$ cat config.mk
export PLATFORM = sky130hd
export DESIGN_NAME = uart_rx_ctrl
export DESIGN_NICKNAME = d
export VERILOG_FILES = /design/src/rtl/uart_rx_ctrl.sv
export SDC_FILE = /design/constraint.sdc
export NUM_CORES = 1
export LEC_CHECK = 0
export ABC_CLOCK_PERIOD_IN_PS = 7220
export CAP_MARGIN = 20
export CORE_ASPECT_RATIO = 1.2
export CORE_MARGIN = 5
export CORE_UTILIZATION = 55
export CTS_BUF_LIST = sky130_fd_sc_hd__clkbuf_8 sky130_fd_sc_hd__clkbuf_16
export DETAILED_ROUTE_END_ITERATION = 10
export GPL_TIMING_DRIVEN = 0
export PLACE_DENSITY = 0.93
export SLEW_MARGIN = 20
export SYNTH_ARGS = -nofsm -noshare
export SYNTH_HDL_FRONTEND = slang
export SYNTH_SLANG_ARGS = --single-unit
export TNS_END_PERCENT = 30
$ cat constraint.sdc
create_clock -name clk -period 7.22 [get_ports clk]
set_clock_uncertainty 0.05 [all_clocks]
set_input_delay 1.083 -clock clk [delete_from_list [all_inputs] [get_ports clk]]
set_output_delay 1.083 -clock clk [all_outputs]
set_load 0.05 [all_outputs]
$ cat src/rtl/uart_rx_ctrl.sv
`default_nettype none
// ============================================================================
// Module   : uart_rx_ctrl
// Brief    : UART receive sequencer. Frames the oversampled serial line into
//            start/data/parity/stop bits and drives datapath/checker enables.
// Revision : 1.0
// ============================================================================
module uart_rx_ctrl #(
  parameter int DATA_W     = 8,
  parameter int PRESCALE_W = 6
) (
  input  logic                  clk,
  input  logic                  rst,
  input  logic                  rx_in,
  input  logic                  par_en,
  input  logic                  par_typ,
  input  logic [PRESCALE_W-1:0] prescale,
  input  logic                  strt_glitch,
  input  logic                  par_err,
  input  logic                  stp_err,
  output logic [PRESCALE_W-1:0] edge_cnt,
  output logic [3:0]            bit_cnt,
  output logic                  dat_samp_en,
  output logic                  deser_en,
  output logic                  strt_chk_en,
  output logic                  par_chk_en,
  output logic                  stp_chk_en,
  output logic                  par_typ_o,
  output logic                  data_valid,
  output logic                  frame_par_err,
  output logic                  frame_stp_err
);

  typedef enum logic [2:0] {
    IDLE   = 3'd0,
    START  = 3'd1,
    DATA   = 3'd2,
    PARITY = 3'd3,
    STOP   = 3'd4
  } state_t;

  localparam logic [PRESCALE_W-1:0] C_PRE_8     = PRESCALE_W'(8);
  localparam logic [PRESCALE_W-1:0] C_PRE_16    = PRESCALE_W'(16);
  localparam logic [PRESCALE_W-1:0] C_PRE_32    = PRESCALE_W'(32);
  localparam logic [PRESCALE_W-1:0] C_ONE       = PRESCALE_W'(1);
  localparam logic [PRESCALE_W-1:0] C_TWO       = PRESCALE_W'(2);
  localparam logic [3:0]            C_LAST_DATA = 4'(DATA_W);

  state_t                  state_q, state_d;
  logic [PRESCALE_W-1:0]   edge_cnt_q, edge_cnt_d;
  logic [3:0]              bit_cnt_q, bit_cnt_d;
  logic [PRESCALE_W-1:0]   pre_q, pre_d, pre_sel, tgt_d;
  logic                    par_en_q, par_en_d;
  logic                    par_typ_q, par_typ_d;
  logic                    bit_end;
  logic                    dat_samp_en_q, dat_samp_en_d;
  logic                    deser_en_q, deser_en_d;
  logic                    strt_chk_en_q, strt_chk_en_d;
  logic                    par_chk_en_q, par_chk_en_d;
  logic                    stp_chk_en_q, stp_chk_en_d;
  logic                    data_valid_q, data_valid_d;
  logic                    frame_par_err_q, frame_par_err_d;
  logic                    frame_stp_err_q, frame_stp_err_d;

  // Unsupported oversampling ratios fall back to 8.
  always_comb begin
    case (prescale)
      C_PRE_16: pre_sel = C_PRE_16;
      C_PRE_32: pre_sel = C_PRE_32;
      default:  pre_sel = C_PRE_8;
    endcase
  end

  assign bit_end = (edge_cnt_q == (pre_q - C_ONE));

  always_comb begin
    state_d         = state_q;
    edge_cnt_d      = edge_cnt_q;
    bit_cnt_d       = bit_cnt_q;
    pre_d           = pre_q;
    par_en_d        = par_en_q;
    par_typ_d       = par_typ_q;
    data_valid_d    = 1'b0;
    frame_par_err_d = 1'b0;
    frame_stp_err_d = 1'b0;

    if (state_q == IDLE) begin
      edge_cnt_d = '0;
      bit_cnt_d  = '0;
      if (!rx_in) begin
        state_d   = START;
        pre_d     = pre_sel;
        par_en_d  = par_en;
        par_typ_d = par_typ;
      end
    end else if (bit_end) begin
      edge_cnt_d = '0;
      bit_cnt_d  = bit_cnt_q + 4'd1;
    end else begin
      edge_cnt_d = edge_cnt_q + C_ONE;
    end

    case (state_q)
      IDLE: begin
      end
      START: begin
        if (bit_end) begin
          if (strt_glitch) begin
            state_d   = IDLE;
            bit_cnt_d = '0;
          end else begin
            state_d = DATA;
          end
        end
      end
      DATA: begin
        if (bit_end && (bit_cnt_q == C_LAST_DATA)) begin
          state_d = par_en_q ? PARITY : STOP;
        end
      end
      PARITY: begin
        if (bit_end) begin
          state_d = STOP;
        end
      end
      STOP: begin
        if (bit_end) begin
          state_d         = IDLE;
          bit_cnt_d       = '0;
          frame_par_err_d = par_err & par_en_q;
          frame_stp_err_d = stp_err;
          data_valid_d    = ~(par_err & par_en_q) & ~stp_err;
        end
      end
      default: begin
        state_d    = IDLE;
        edge_cnt_d = '0;
        bit_cnt_d  = '0;
      end
    endcase
  end

  // Enables are decoded from the next state/edge so the registered copies
  // line up with the edge_cnt value they qualify.
  assign tgt_d = (pre_d >> 1) + C_TWO;

  always_comb begin
    dat_samp_en_d = (state_d != IDLE);
    strt_chk_en_d = (state_d == START) && (edge_cnt_d == tgt_d);
    deser_en_d    = (state_d == DATA)  && (edge_cnt_d == tgt_d);
    stp_chk_en_d  = (state_d == STOP)  && (edge_cnt_d == tgt_d);
    par_chk_en_d  = par_en_d && ((state_d == DATA) || (state_d == PARITY));
  end

  always_ff @(posedge clk or negedge rst) begin
    if (!rst) begin
      state_q         <= IDLE;
      edge_cnt_q      <= '0;
      bit_cnt_q       <= '0;
      pre_q           <= C_PRE_8;
      par_en_q        <= 1'b0;
      par_typ_q       <= 1'b0;
      dat_samp_en_q   <= 1'b0;
      deser_en_q      <= 1'b0;
      strt_chk_en_q   <= 1'b0;
      par_chk_en_q    <= 1'b0;
      stp_chk_en_q    <= 1'b0;
      data_valid_q    <= 1'b0;
      frame_par_err_q <= 1'b0;
      frame_stp_err_q <= 1'b0;
    end else begin
      state_q         <= state_d;
      edge_cnt_q      <= edge_cnt_d;
      bit_cnt_q       <= bit_cnt_d;
      pre_q           <= pre_d;
      par_en_q        <= par_en_d;
      par_typ_q       <= par_typ_d;
      dat_samp_en_q   <= dat_samp_en_d;
      deser_en_q      <= deser_en_d;
      strt_chk_en_q   <= strt_chk_en_d;
      par_chk_en_q    <= par_chk_en_d;
      stp_chk_en_q    <= stp_chk_en_d;
      data_valid_q    <= data_valid_d;
      frame_par_err_q <= frame_par_err_d;
      frame_stp_err_q <= frame_stp_err_d;
    end
  end

  assign edge_cnt      = edge_cnt_q;
  assign bit_cnt       = bit_cnt_q;
  assign dat_samp_en   = dat_samp_en_q;
  assign deser_en      = deser_en_q;
  assign strt_chk_en   = strt_chk_en_q;
  assign par_chk_en    = par_chk_en_q;
  assign stp_chk_en    = stp_chk_en_q;
  assign par_typ_o     = par_typ_q;
  assign data_valid    = data_valid_q;
  assign frame_par_err = frame_par_err_q;
  assign frame_stp_err = frame_stp_err_q;

endmodule
`default_nettype wire

# Word-level counts from Yosys, hierarchy flattened
# Cells that the tools add are included.
# Widths: inputs -> output; s select.
dict set report word_totals {
  reg_bits 29
  in_bits 14
  output_inout_bits 19
  elab_cells 77
}
dict set report op_classes {
  n_addsub 4
  n_eq_ne 13
  n_mux 29
  bitwise 5
  reduce_logical 11
}
# op count
set ops {}
lappend ops {{$mux 6} 5}
lappend ops {{$mux 3} 7}
lappend ops {{$mux 4} 5}
lappend ops {{$pmux 3 s5} 1}
lappend ops {{$eq 3x2->1 const B} 4}
lappend ops {{$eq 6x6->1} 2}
lappend ops {{$pmux 4 s3} 1}
lappend ops {{$pmux 6 s2} 1}
lappend ops {{$mux 1} 8}
lappend ops {{$add 5x2->6 const B} 1}
lappend ops {{$add 6x1->6 const B} 1}
lappend ops {{$eq 3x1->1 const B} 2}
lappend ops {{$eq 3x3->1 const B} 2}
lappend ops {{$eq 6x5->1 const B} 1}
lappend ops {{$eq 6x6->1 const B} 1}
lappend ops {{$sub 6x1->6 const B} 1}
lappend ops {{$logic_and 1x1->1} 5}
lappend ops {{$reduce_or 5->1} 1}
lappend ops {{$add 4x1->4 const B} 1}
lappend ops {{$eq 4x4->1 const B} 1}
lappend ops {{$logic_not 3->1} 1}
lappend ops {{$not 1->1} 3}
lappend ops {{$reduce_bool 3->1} 1}
lappend ops {{$reduce_or 3->1} 1}
lappend ops {{other kinds (4)} 5}

# Longest topological paths before layout
dict set report logic_depth {
  depth_word 8
  depth_mapped 13
  mapped_depth_nobuf 11
}

# Least setup slack after synthesis
# OpenSTA, ideal clock, no wires.
dict set report synth_timing {
  path_kind {input -> register}
  start {input rx_in}
  end {register deser_en_q (netlist: deser_en)}
  setup_ns 0.086
  arrival_ns 3.049
  required_time_ns 7.084
  setup_slack_ns 4.035
  path_stages 12
  n_path_buf 1
  cell_sequence {or4_1 > buf_2 > nand2_1 > inv_1 > ha_1 > inv_1 > nand2_1 > a2111oi_0 > a211o_1 > a32o_2 > o311ai_4 > nor3_1}
}
# element line
set synth_lines {}
lappend synth_lines {{start, declared} 14} ;# input logic rx_in,
lappend synth_lines {{$mux 6} 90} ;# if (!rx_in) begin
lappend synth_lines {{$mux 6} 87} ;# if (state_q == IDLE) begin
lappend synth_lines {{named net pre_d[2]} 52} ;# logic [PRESCALE_W-1:0] pre_q, pre_d, pre_sel, tgt_d;
lappend synth_lines {{$add 5x2->6} 145} ;# assign tgt_d = (pre_d >> 1) + C_TWO;
lappend synth_lines {{$eq 6x6->1} 150} ;# deser_en_d = (state_d == DATA) && (edge_cnt_d == tgt_d);
lappend synth_lines {{$logic_and 1x1->1} 150}
lappend synth_lines {{named net deser_en_d} 57} ;# logic deser_en_q, deser_en_d;
lappend synth_lines {{end signal, assigned} 179} ;# deser_en_q <= deser_en_d;
lappend synth_lines {{end, declared} 57}
# The timed path passes the listed nets, and every way through them passes these cells.
# A chain may end at the register's enable or synchronous reset.

# Final worst setup path
# Ends and elaborated chain as after synthesis.

==> summary.md <==
| Metric | Value |
|---|---|
| Outcome | finished clean |
| Root Driver | clkbuf_8 |
| Reg-to-Reg End | deser_en$_DFF_PN0_ |
| Hold_sp | par_typ_o$_DFFE_PN0P_ |
| DRC errors left | 0 |
| Compound-gate portion of the synthesized area | 0.160 |
| H-tree depth | 1 |
| Number of flops mapped to enable cells by yosys | 0 |
| Vias | 1,463 |
| DIE AREA | 4310 µm² |
| Netlist cell types | 42 |
| Wirelength, routed | 3.83 mm |
| Clk slew on worst S/H paths | 0.09 ns |
| Reg2Reg Setup Slack | slightly above 4 ns |
| Reg2reg path depth | 13 |
| Unrepaired setup endpoints after global routing | false |
| Synth Area in Adders | 0.0368 |
| Post-synth ARST share | 1.00 |
| Leak | 0.965 nW |
| Vias in the first global route | 1,481 |
| PD cells | roughly 360 nW/µm² |
| Fmax | between 0.2 and 0.3 GHz |
| First-pass GRT wire length | 6.45 mm |
| Post-Layout Cell Count | about 250 |
| Core Util, Final | 0.704 |
| VDD IR-drop max | 226 µV |
| Drt pass-1 iters | 4 |
| DRT iter0 DRCs | 89 |
| CP arrival | 3.97 ns |
| Post-Synth XOR/XNOR Area | 0.0979 |
| Final min period | 3.82 ns |
| Mean post-synth cell area | 9.61 µm² |
| Most used DFF post-synth | dfrtp_1 |
| Ports | 33 |
| Top cells by area, synth | dfrtp_1 (40%), xor2_1 (5.2%), nand2_1 (4.6%) |
| Gr ovfl total | 0 |
| Antenna diodes | 0 |
| CP required | 7.37 ns |
| Clock Sinks | 28 |
| Port-buffer cells | 32 |
| CTS tree | done |
| Netlist Area Pre-Place | 1700 µm² |
| Hold_buf cts | 0 |
| Layout Nets | 233 |
| Area of the core | between 3000 and 4000 µm² |
| Seq cells post-synth | 28 |
| Die height | 70.9 µm |
| Syn_nets | between 150 and 200 |
| Dpl ws | 3.23 ns |
| R2r startpoint | state_q[1]$_DFF_PN0_ |
| Synth Area in Simple Gates | 0.225 |
| Fin. max-slew vios | 0 |
| Vias per inst | 5.88 |
| Share of layout cells above drive strength 1 | 0.103 |
| Mux cell area share after synthesis | 0.00589 |
| WL per Instance | 15.4 µm |
| Area share of the largest cell type after synthesis | 0.397 |
| Setup violators final | 0 |
| Pin count of the biggest net entering global routing | 29 |
| Setup crit start kind | input port |
| Gr usage total | 0.191 |
| Crit path setup slack, layout | 3.40 ns |
| Largest area contributor in the synthesized netlist | dfrtp_1 |
| Postcts setup bufs | 0 |
| Worst Hold End | par_typ_o$_DFFE_PN0P_ |
| Kind of end point of the critical path | flop |
| Worst-Margin Slew | roughly 0.62 ns |
| TNS Setup | 0 ns |
| HP Class | reg -> reg |
| Clock buffers created by TritonCTS | 3 |
| Clk_lat worst skew | 0.28 ns |
| CTS resizes | 0 |
| Total power | ~0.76 mW |
| Hold Path Depth | 2 |
| Clk buf depth | 2 |
| Critical path peak fanout | 9 |
| Final ANT Viol Nets | 0 |
| Starting Density | 0.562 |
| Largest family of logic cells by synthesized area | simple AND/OR/NAND/NOR gates |
| Post-synthesis sequential area ratio | 0.413 |
| Row count | 22 |
| Gate Count Post-Synth | 177 |
| Ys Warns | 0 |
| DIE WIDTH | 60.8 µm |
| Initial antenna violation count | 0 |
| MaxCap Viol Count | 0 |
| Placed Instances | 245 |
| Final clock period utilization by the worst path | 0.529 |
| Area grow syn2layout | 25.4% |
| Hpwl dp | 2.81 mm |
| Setup CP Type | in -> reg |
| Final Hold Viols | 0 |
| Routability Congestion | around 0.87 |
| Slew margin rel. | 0.589 |
## synth_stat cells (2+ instances only)
master     instances
a2111oi_0          3
a21o_1             2
a21oi_1            6
a31oi_1            3
and2_1             2
and3_1             3
buf_2              3
buf_6              3
dfrtp_1           27
ha_1               5
inv_1             15
nand2_1           21
nand2b_1           4
nand3_1           10
nand4_1            2
nor2_1            19
nor3_1             4
nor3_2             2
o211a_1            2
or4_1              2
xnor2_1            9
xor2_1            10
## report_power, final
part | leakage (nW) | internal (mW) | total [mW] | switching [mW]
Clock | 0.0357 | 0.0742 | 0.124 | 0.0494
Sequential | 0.371 | 0.190 | 0.224 | 0.0345
Combinational | 0.559 | 0.162 | 0.412 | 0.251
## state kept, by name, summed over array words and instances, names as in the netlist
signal and cells:
edge_cnt 6, pre_q 5, bit_cnt 4, state_q 3
dat_samp_en 1, data_valid 1, deser_en 1, frame_par_err 1
frame_stp_err 1, par_chk_en 1, par_en_q 1, par_typ_o 1
stp_chk_en 1, strt_chk_en 1
## how the worst max path moves through the flow
stage / from / endpoint / slack, ns / depth (start not counted)
after floorplan: rx_in / deser_en$_DFF_PN0_ / 4.04 / 12
after global placement: rx_in / deser_en$_DFF_PN0_ / 3.35 / 13
after detailed placement: rx_in / deser_en$_DFF_PN0_ / 3.23 / 13
after CTS: rx_in / deser_en$_DFF_PN0_ / 3.47 / 13
after global routing: rx_in / deser_en$_DFF_PN0_ / 3.28 / 13
final: rx_in / deser_en$_DFF_PN0_ / 3.40 / 13
## routing by layer
| metal | wire length, µm | up-vias | GRT usage |
|---|---|---|---|
| met5 | 0 | - | 0 |
| met4 | 87 | 0 | 0.0819 |
| met3 | 265 | 8 | 0.0401 |
| met2 | 1960 | 57 | 0.312 |
| met1 | 1510 | 710 | 0.240 |
| li1 | - | 688 | - |
## through the flow
| step | hold slack (ns) | cell area, µm² |
|---|---|---|
| after global placement | 0.421 | 2070 |
| final | 0.451 | 2130 |
| after global routing | 0.502 | 2130 |
| after detailed placement | 0.425 | 2060 |
| after floorplan | 0.447 | 1700 |
| after CTS | 0.454 | 2130 |
## cell families after synthesis
kind of cell	Yosys count
DFF	28
AOI/OAI and AO/OA	29
muxes	1
xor gates and xnor gates	19
buffers and inverters	21
and+or+nand+nor	74
adders and majority gates	5
## cell usage in the layout, fill, tap and decap left out, drive strengths merged, types with 2 or more instances in the layout
cell	count
nand2b	4
nand3	10
a21oi	6
a21o	2
clkbuf	3
nand2	21
a32o	2
nor2	19
a2111oi	3
and2	2
nor3	6
inv	15
xnor2	9
a31oi	4
buf	7
o211a	2
clkdlybuf4s50	31
nand4	2
nor4	2
xor2	10
dfrtp	27
and3	3
or4	2
ha	5
## layout make-up
cell class / count / area, µm²
Timing Repair Buffer: 32 / 315
Buffer: 6 / 48.8
Fill cell: 227 / 896
Multi-Input combinational cell: 128 / 893
Clock inverter: 1 / 30.0
Tap cell: 36 / 45.0
Sequential cell: 28 / 702
Inverter: 15 / 56.3
Clock buffer: 3 / 41.3
## worst max-delay path: stages
cell and delay, ns:
clkdlybuf4s50_1 0.49, or4_1 0.41, buf_2 0.19, nand2_1 0.16, inv_1 0.09, ha_1 0.34
inv_1 0.10, nand2_1 0.05, a2111oi_0 0.46, a211o_1 0.17, a32o_2 0.15, o311ai_4 0.13
nor3_1 0.15
Note: power is estimated with default switching activity, not from simulation.
